### src/rtl/tt_um_counter_gen.sv
// Programmable up/down counter with wrap, saturate and one-shot modes.
// A prescaler divides the enabled clock before each count step. Commands on
// ui_in[3:2] load the count, set the limit or set mode/direction. They act
// for every cycle they are held. uo_out shows either the count or a status
// word; ui_in[1] selects which one, combinationally.
module tt_um_counter_gen #(
  parameter int unsigned WIDTH    = 4,
  parameter int unsigned PRESCALE = 1
) (
  input  logic             clk,
  input  logic             rst_n,
  input  logic             ena,
  input  logic [3:0]       ui_in,
  output logic [WIDTH-1:0] uo_out,
  input  logic [WIDTH-1:0] uio_in,
  output logic [WIDTH-1:0] uio_out,
  output logic [WIDTH-1:0] uio_oe
);

  localparam int unsigned PW = (PRESCALE > 1) ? $clog2(PRESCALE) : 1;
  localparam logic [PW-1:0] PRE_MAX = PW'(PRESCALE - 1);

  localparam logic [1:0] CMD_NOP   = 2'b00;
  localparam logic [1:0] CMD_LOAD  = 2'b01;
  localparam logic [1:0] CMD_LIMIT = 2'b10;
  localparam logic [1:0] CMD_MODE  = 2'b11;

  localparam logic [1:0] MODE_WRAP    = 2'b00;
  localparam logic [1:0] MODE_SAT     = 2'b01;
  localparam logic [1:0] MODE_ONESHOT = 2'b10;

  logic             cnt_en;
  logic             out_sel;
  logic [1:0]       cmd;

  logic [WIDTH-1:0] count_q, count_d;
  logic [WIDTH-1:0] limit_q, limit_d;
  logic [1:0]       mode_q, mode_d;
  logic             dir_q, dir_d;
  logic             halted_q, halted_d;
  logic [PW-1:0]    pre_q, pre_d;
  logic             tc_q, tc_d;

  logic [WIDTH-1:0] term;
  logic [WIDTH-1:0] count_inc;
  logic [WIDTH-1:0] count_dec;
  logic             step;
  logic [WIDTH-1:0] step_count;
  logic             step_halt;
  logic             hold_mode;
  logic             oneshot;
  logic [WIDTH-1:0] status;

  assign cnt_en  = ui_in[0];
  assign out_sel = ui_in[1];
  assign cmd     = ui_in[3:2];

  assign term      = dir_q ? '0 : limit_q;
  assign count_inc = count_q + WIDTH'(1);
  assign count_dec = count_q - WIDTH'(1);
  assign oneshot   = (mode_q == MODE_ONESHOT);
  // Mode 3 is not listed here, so it falls through to wrap behaviour.
  assign hold_mode = (mode_q == MODE_SAT) || oneshot;

  assign step = ena && cnt_en && (cmd == CMD_NOP) && !halted_q && (pre_q == PRE_MAX);

  // Count value and halt request that a step would produce this cycle.
  always_comb begin
    step_count = count_q;
    step_halt  = 1'b0;
    if (!dir_q) begin
      if (count_q < limit_q) begin
        step_count = count_inc;
        step_halt  = oneshot && (count_inc == limit_q);
      end else if (hold_mode) begin
        step_halt = oneshot;
      end else begin
        step_count = '0;
      end
    end else begin
      if (count_q != '0) begin
        step_count = count_dec;
        step_halt  = oneshot && (count_dec == '0);
      end else if (hold_mode) begin
        step_halt = oneshot;
      end else begin
        step_count = limit_q;
      end
    end
  end

  // Next-state decode: commands take priority over counting; ena=0 freezes everything.
  always_comb begin
    count_d  = count_q;
    limit_d  = limit_q;
    mode_d   = mode_q;
    dir_d    = dir_q;
    halted_d = halted_q;
    pre_d    = pre_q;
    tc_d     = tc_q;
    if (ena) begin
      tc_d = 1'b0;
      unique case (cmd)
        CMD_NOP: begin
          if (cnt_en) begin
            // The prescaler keeps cycling while halted so it never overruns.
            pre_d = (pre_q == PRE_MAX) ? '0 : pre_q + PW'(1);
            if (step) begin
              count_d  = step_count;
              halted_d = step_halt;
              tc_d     = (step_count == term);
            end
          end
        end
        CMD_LOAD: begin
          count_d  = uio_in;
          halted_d = 1'b0;
          pre_d    = '0;
        end
        CMD_LIMIT: begin
          limit_d = uio_in;
        end
        CMD_MODE: begin
          mode_d   = uio_in[1:0];
          dir_d    = uio_in[2];
          halted_d = 1'b0;
          pre_d    = '0;
        end
        default: ;
      endcase
    end
  end

  // State registers with asynchronous active-low reset.
  always_ff @(posedge clk or negedge rst_n) begin
    if (!rst_n) begin
      count_q  <= '0;
      limit_q  <= '1;
      mode_q   <= MODE_WRAP;
      dir_q    <= 1'b0;
      halted_q <= 1'b0;
      pre_q    <= '0;
      tc_q     <= 1'b0;
    end else begin
      count_q  <= count_d;
      limit_q  <= limit_d;
      mode_q   <= mode_d;
      dir_q    <= dir_d;
      halted_q <= halted_d;
      pre_q    <= pre_d;
      tc_q     <= tc_d;
    end
  end

  // Status word and output view mux.
  always_comb begin
    status    = '0;
    status[0] = dir_q;
    status[1] = halted_q;
    status[2] = tc_q;
    status[3] = (count_q == term);
    uo_out    = out_sel ? status : count_q;
  end

  assign uio_out = '0;
  assign uio_oe  = '0;

endmodule

### config.mk
export PLATFORM = sky130hd
export DESIGN_NAME = tt_um_counter_gen
export DESIGN_NICKNAME = d
export VERILOG_FILES = /design/src/rtl/tt_um_counter_gen.sv
export SDC_FILE = /design/constraint.sdc
export NUM_CORES = 1
export LEC_CHECK = 0
export CORE_MARGIN = 5
export CORE_UTILIZATION = 45
export DETAILED_ROUTE_END_ITERATION = 12
export MAX_ROUTING_LAYER = met4
export PLACE_DENSITY_LB_ADDON = 0.12
export SETUP_SLACK_MARGIN = 0.15
export SLEW_MARGIN = 20
export SYNTH_ARGS = -nofsm -noshare
export SYNTH_HDL_FRONTEND = slang
export SYNTH_SLANG_ARGS = --single-unit
### constraint.sdc
create_clock -name clk -period 2.74 [get_ports clk]
set_input_delay 0.548 -clock clk [delete_from_list [all_inputs] [get_ports clk]]
set_output_delay 0.548 -clock clk [all_outputs]
set_load 0.02 [all_outputs]
# Word level (Yosys, flattened, before mapping)
# Index checks and enable logic that the tools add are counted.
[totals]
reg_bits = 14
latch_bits = 0
ram_bits = 0
mem_bits_ro = 0
input_bits = 11
output_inout_bits = 12
word_cells = 64
n_memories = 0
[classes]
add_sub_neg = 3
multipliers = 0
div = 0
n_lt_le_gt_ge = 1
eq_ne = 10
shifts = 0
mux = 23
bitwise = 1
n_reduce_logical = 19
[ops]
columns = ["cell", "count"]
rows = [
  ["$mux W4", 9],
  ["$eq A4 B4 Y1", 3],
  ["$mux W1", 11],
  ["$pmux W4 S2", 1],
  ["$reduce_and A4 Y1", 2],
  ["$eq A2 B2 Y1 const B", 3],
  ["$logic_and A1 B1 Y1", 6],
  ["$add A4 B1 Y4 const B", 1],
  ["$eq A2 B1 Y1 const B", 2],
  ["$logic_not A4 Y1", 1],
  ["$lt A4 B4 Y1", 1],
  ["$ne A2 B2 Y1 const B", 2],
  ["$pmux W1 S2", 2],
  ["$reduce_and A2 Y1", 2],
  ["$reduce_bool A2 Y1", 2],
  ["$reduce_bool A4 Y1", 1],
  ["$sub A4 B1 Y4 const B", 1],
  ["$reduce_and A3 Y1", 1],
  ["$logic_not A2 Y1", 1],
  ["$reduce_or A2 Y1", 1],
  ["$add A1 B1 Y1 const B", 1],
  ["$logic_not A1 Y1", 1],
  ["$logic_or A1 B1 Y1", 1],
  ["$not A1 Y1", 1],
]

# Logic depth before layout (Yosys ltp)
[logic_depth]
ltp_word = 9
ltp_mapped = 10
mapped_depth_nobuf = 8

# Least setup slack after synthesis
# OpenSTA, ideal clock, no wires.
[synth_timing]
path_kind = "flip-flop to flip-flop"
startpoint = "reg count_q[0]"
endpoint = "reg tc_q"
setup_ns = 0.104
arrival_ns = 2.197
required_time_ns = 2.636
setup_slack_ns = 0.440
path_stages_with_launch = 11
period_less_slack_ns = 2.300
path_cell_list = "dfrtp_1 clkbuf_1 inv_1 ha_1 nand2b_1 a21o_1 buf_2 a211o_1 nand3_1 a21oi_1 o41ai_2"
[synth_between]
elab_chain_cells = 7
word_cells_on_any_way = 13
[synth_rtl]
columns = ["element", "line", "text"]
rows = [
  ["start: declaration", "36", "logic [WIDTH-1:0] count_q, count_d;"],
  ["start signal: assignment", "145", "count_q <= count_d;"],
  ["$add A4 B1 Y4 (tied with other cells)", "59", "assign count_inc = count_q + WIDTH'(1);"],
  ["$mux W4 (on tied branches)", "72, 81", ""],
  ["$mux W4 (*)", "71", "if (!dir_q) begin"],
  ["$eq A4 B4 Y1 (*)", "111", "tc_d = (step_count == term);"],
  ["$mux W1 (*)", "108", "if (step) begin"],
  ["$mux W1 (*)", "105", "if (cnt_en) begin"],
  ["$mux W1 (*)", "103", "unique case (cmd)"],
  ["end signal: assignment", "151", "tc_q <= tc_d;"],
  ["end: declaration", "42", "logic tc_q, tc_d;"],
]
# Mark *: on every way between the ends. The rest lies on a longest branch, timed or not.
# A chain may end at the register's enable or synchronous reset.

# Final worst setup path
[layout_timing]
startpoint = "in ui_in[1]"
endpoint = "out uo_out[2]"
[layout_between]
elab_chain_cells = 1
[layout_rtl]
columns = ["element", "line", "text"]
rows = [
  ["start: declaration", "13", "input logic [3:0] ui_in,"],
  ["$mux W4", "162", "uo_out = out_sel ? status : count_q;"],
  ["end: declaration", "14", "output logic [WIDTH-1:0] uo_out,"],
]
# No other way between the ends.

==> metrics.txt <==
post-synthesis instance total=190; Clk pwr share=0.079; simple-gate share of the synthesized area=0.204; power per cell area=888 mW/mm²; worst path buffer plus inverter count=3; Slew headroom=0.583; Crit Path Max Fanout=7; CTS Buf Count=3; final wirelength=4.16 mm; synthesis-to-layout area growth=17.9%; worst path required time=2.19 ns; worst clock skew=roughly 0.0023 ns; Cell Area, Synth=about 0.0015 mm²; H-tree lvl count=1; crit path capture type=output pin; Ys Warns=0; first-pass GRT wire length=7.04 mm; Peak Freq=401 MHz; Flop pwr share=0.206; Synth cell types=50; RSZ-0062 raised after global routing=false; P_leak=0.738 nW; Avg Inst Size Synth=~8 µm²; IO Pins=23; Worst-Margin Slew=0.624 ns; Starting Density=0.457; commonest cells in the synthesized netlist=o21ai_0, nand2_1, inv_1; Yosys reg bits=13; post-route setup slack=0.248 ns; CORE AREA=roughly 0.0033 mm²; largest family of logic cells by synthesized area=compound AO/OA/AOI/OAI gates; Pint=roughly 0.79 mW; most numerous cell in the Yosys netlist=o21ai_0; largest net degree at the start of global routing=14; Compound-Gate Fraction of Synth Area=0.281; clk root buf=clkbuf_4; Critical Path AT=1.94 ns; WS Path Type=input port to output pin; final hold vios=0; top post-synthesis cells by area=dfrtp_1, dfstp_2, ha_1; max-slew violations=0; share of cells above drive strength 1=0.192; number of max-cap violations=0; TritonRoute pass-1 iters=4; deepest clock path buffer count=2; Buffers on Ports=14; post-route setup TNS=0 ns; cell row count=21; Synth Area in XOR/XNOR=0.0467; Die Wd=approximately 68 µm; sw frac=0.500; Final setup viols=0; Clock transition at path regs=around 0.080 ns; initial antenna violation count=0; DR DRC count=0; die height=67.7 µm; Hold WC Path Type=flip-flop to flip-flop; total die area=0.00459 mm²; Avg WL per Cell=16.0 µm; clk sinks=13; cell family with most CP delay=buffers and inverters; layout net count=234; crit path cell chain=clkdlybuf4s50_1 -> buf_4 -> o21ai_0 -> clkdlybuf4s50_1; CTS tree=yes; portion of netlist area occupied by mux cells=0.0659; Tot GR Track Use=0.207; adder-cell share of the synthesized area=0.0667; vias in the first global route=1,473; asr flop ratio synth=1.00; Synth Flop Type=dfrtp_1; Slowest cell on crit path=clkdlybuf4s50_1; Final period util=0.910; Largest stage delay, worst path=0.64 ns; final-layout fill cell count=about 330; antenna cells=0; register area share after synthesis=0.220; Combinational Power Share=0.716; Synth area leader=dfrtp_1; Placer Congestion=0.941; Period minus WS final=roughly 2.5 ns; P_sw=0.785 mW; Peak VDD IR=0.425 mV; outcome=complete, no violations; Via density=5.88; post-DP HPWL=3.22 mm; crit-path most repeated cell=clkdlybuf4s50_1; Skew-Pair Late Insertion Delay=0.28 ns; Detailed Route Iter0 Violations=158; Post-synth EDFFs=0; top-area cell type share of the netlist area=0.150; Critical Path Source Type=input port; Vias=1,528; Remaining Overflow, GRT=0; Detail Route Antenna Nets=0; worst slack, placed=-0.0658 ns
## area by class of cell
cell class / instances / area (µm²) / share of cell area
multi-input cells: 152 / 1030 / 0.581
repair buffers: 33 / 280 / 0.158
inverters: 12 / 45.0 / 0.0255
well taps: 46 / 57.6 / 0.0325
clock buffers: 4 / 26.3 / 0.0149
flip-flops and latches: 13 / 332 / 0.187
## cells by family (layout without fill, tap and decap cells)
kind of cell | Yosys count | in the layout
AO/OA/AOI/OAI | 61 | 61
buffers and inverters | 32 | 49
AND/OR/NAND/NOR | 58 | 58
XOR/XNOR | 8 | 8
flip-flops | 13 | 13
other | 1 | 8
multiplexers | 9 | 9
adder cells (fa/ha/maj) | 8 | 8
## flip-flops by register name, summed over array words and instances (netlist names)
signal and flops:
tc_q 1, mode_q 2, count_q 4, dir_q 1
halted_q 1, limit_q 4
## power groups by stage
stage | Sequential (mW) | Clock, mW | Combinational (mW)
final | 0.323 | 0.123 | 1.12
after global routing | 0.328 | 0.140 | 1.23
after CTS | 0.325 | 0.128 | 1.09
after detailed placement | 0.328 | 0 | 1.08
after global placement | 0.327 | 0 | 1.08
after floorplan | 0.282 | 0 | 0.828
## layer usage
layer	up-vias	global-route usage	wire length, µm
li1	735	-	-
met5	-	-	0
met4	0	0.0810	96
met1	706	0.282	1900
met3	14	0.0300	302
met2	73	0.307	1850
## final timing paths
check | from | endpoint | slack, ns | depth (start not counted)
min in group asynchronous | rst_n | tc_q$_DFFE_PN0P_ | 0.62 | 1
setup reg to reg | limit_q[3]$_DFFE_PN1P_ | tc_q$_DFFE_PN0P_ | 0.31 | 8
hold reg to reg | tc_q$_DFFE_PN0P_ | tc_q$_DFFE_PN0P_ | 0.51 | 2
max in group asynchronous | rst_n | count_q[1]$_DFFE_PN0P_ | 1.71 | 1
setup / recovery | ui_in[1] | uo_out[2] | 0.25 | 4
hold / removal | tc_q$_DFFE_PN0P_ | tc_q$_DFFE_PN0P_ | 0.51 | 2
## worst min-delay path, stage by stage (launching register included)
cell and delay (ns):
dfrtp_1 0.35, nand2b_1 0.07, o41ai_2 0.06
## per-stage QoR
stage          utilization  instances  power (mW)  hold slack, ns  cell area (µm²)
4_1_cts              0.534        258        1.54           0.511             1750
2_1_floorplan            -        197        1.11           0.252             1530
3_5_place_dp         0.526        254        1.41           0.493             1730
3_3_place_gp         0.526        254        1.41           0.489             1730
5_1_grt              0.539        260        1.70           0.531             1770
6_report             0.539        260        1.57           0.511             1770
## repair_timing
item | in CTS | in global routing
setup buffers | 0 | 2
resized for setup | 1 | 7
hold buffers | 0 | 0
setup endpoints to repair | 1 | 5
## cells in the final DEF (no fill, tap or decap), types with 2 or more instances in the layout
master and count:
a211o_1 3, a211oi_1 3, a21o_1 2, a21oi_1 11
a22oi_1 3, a31o_2 2, a31oi_1 5, and3_1 3
buf_4 19, clkbuf_4 3, clkdlybuf4s50_1 12, conb_1 8
dfrtp_1 8, dfstp_2 4, ha_1 8, inv_1 12
mux2_2 7, mux2i_1 2, nand2_1 13, nand2b_1 6
nand3_1 10, nand3b_1 2, nand4_1 2, nor2_1 8
nor3_1 8, nor4_1 2, o211ai_1 2, o21ai_0 13
o32ai_1 2, o41a_1 2, xnor2_1 7
Note: power is estimated with default switching activity, not from simulation.
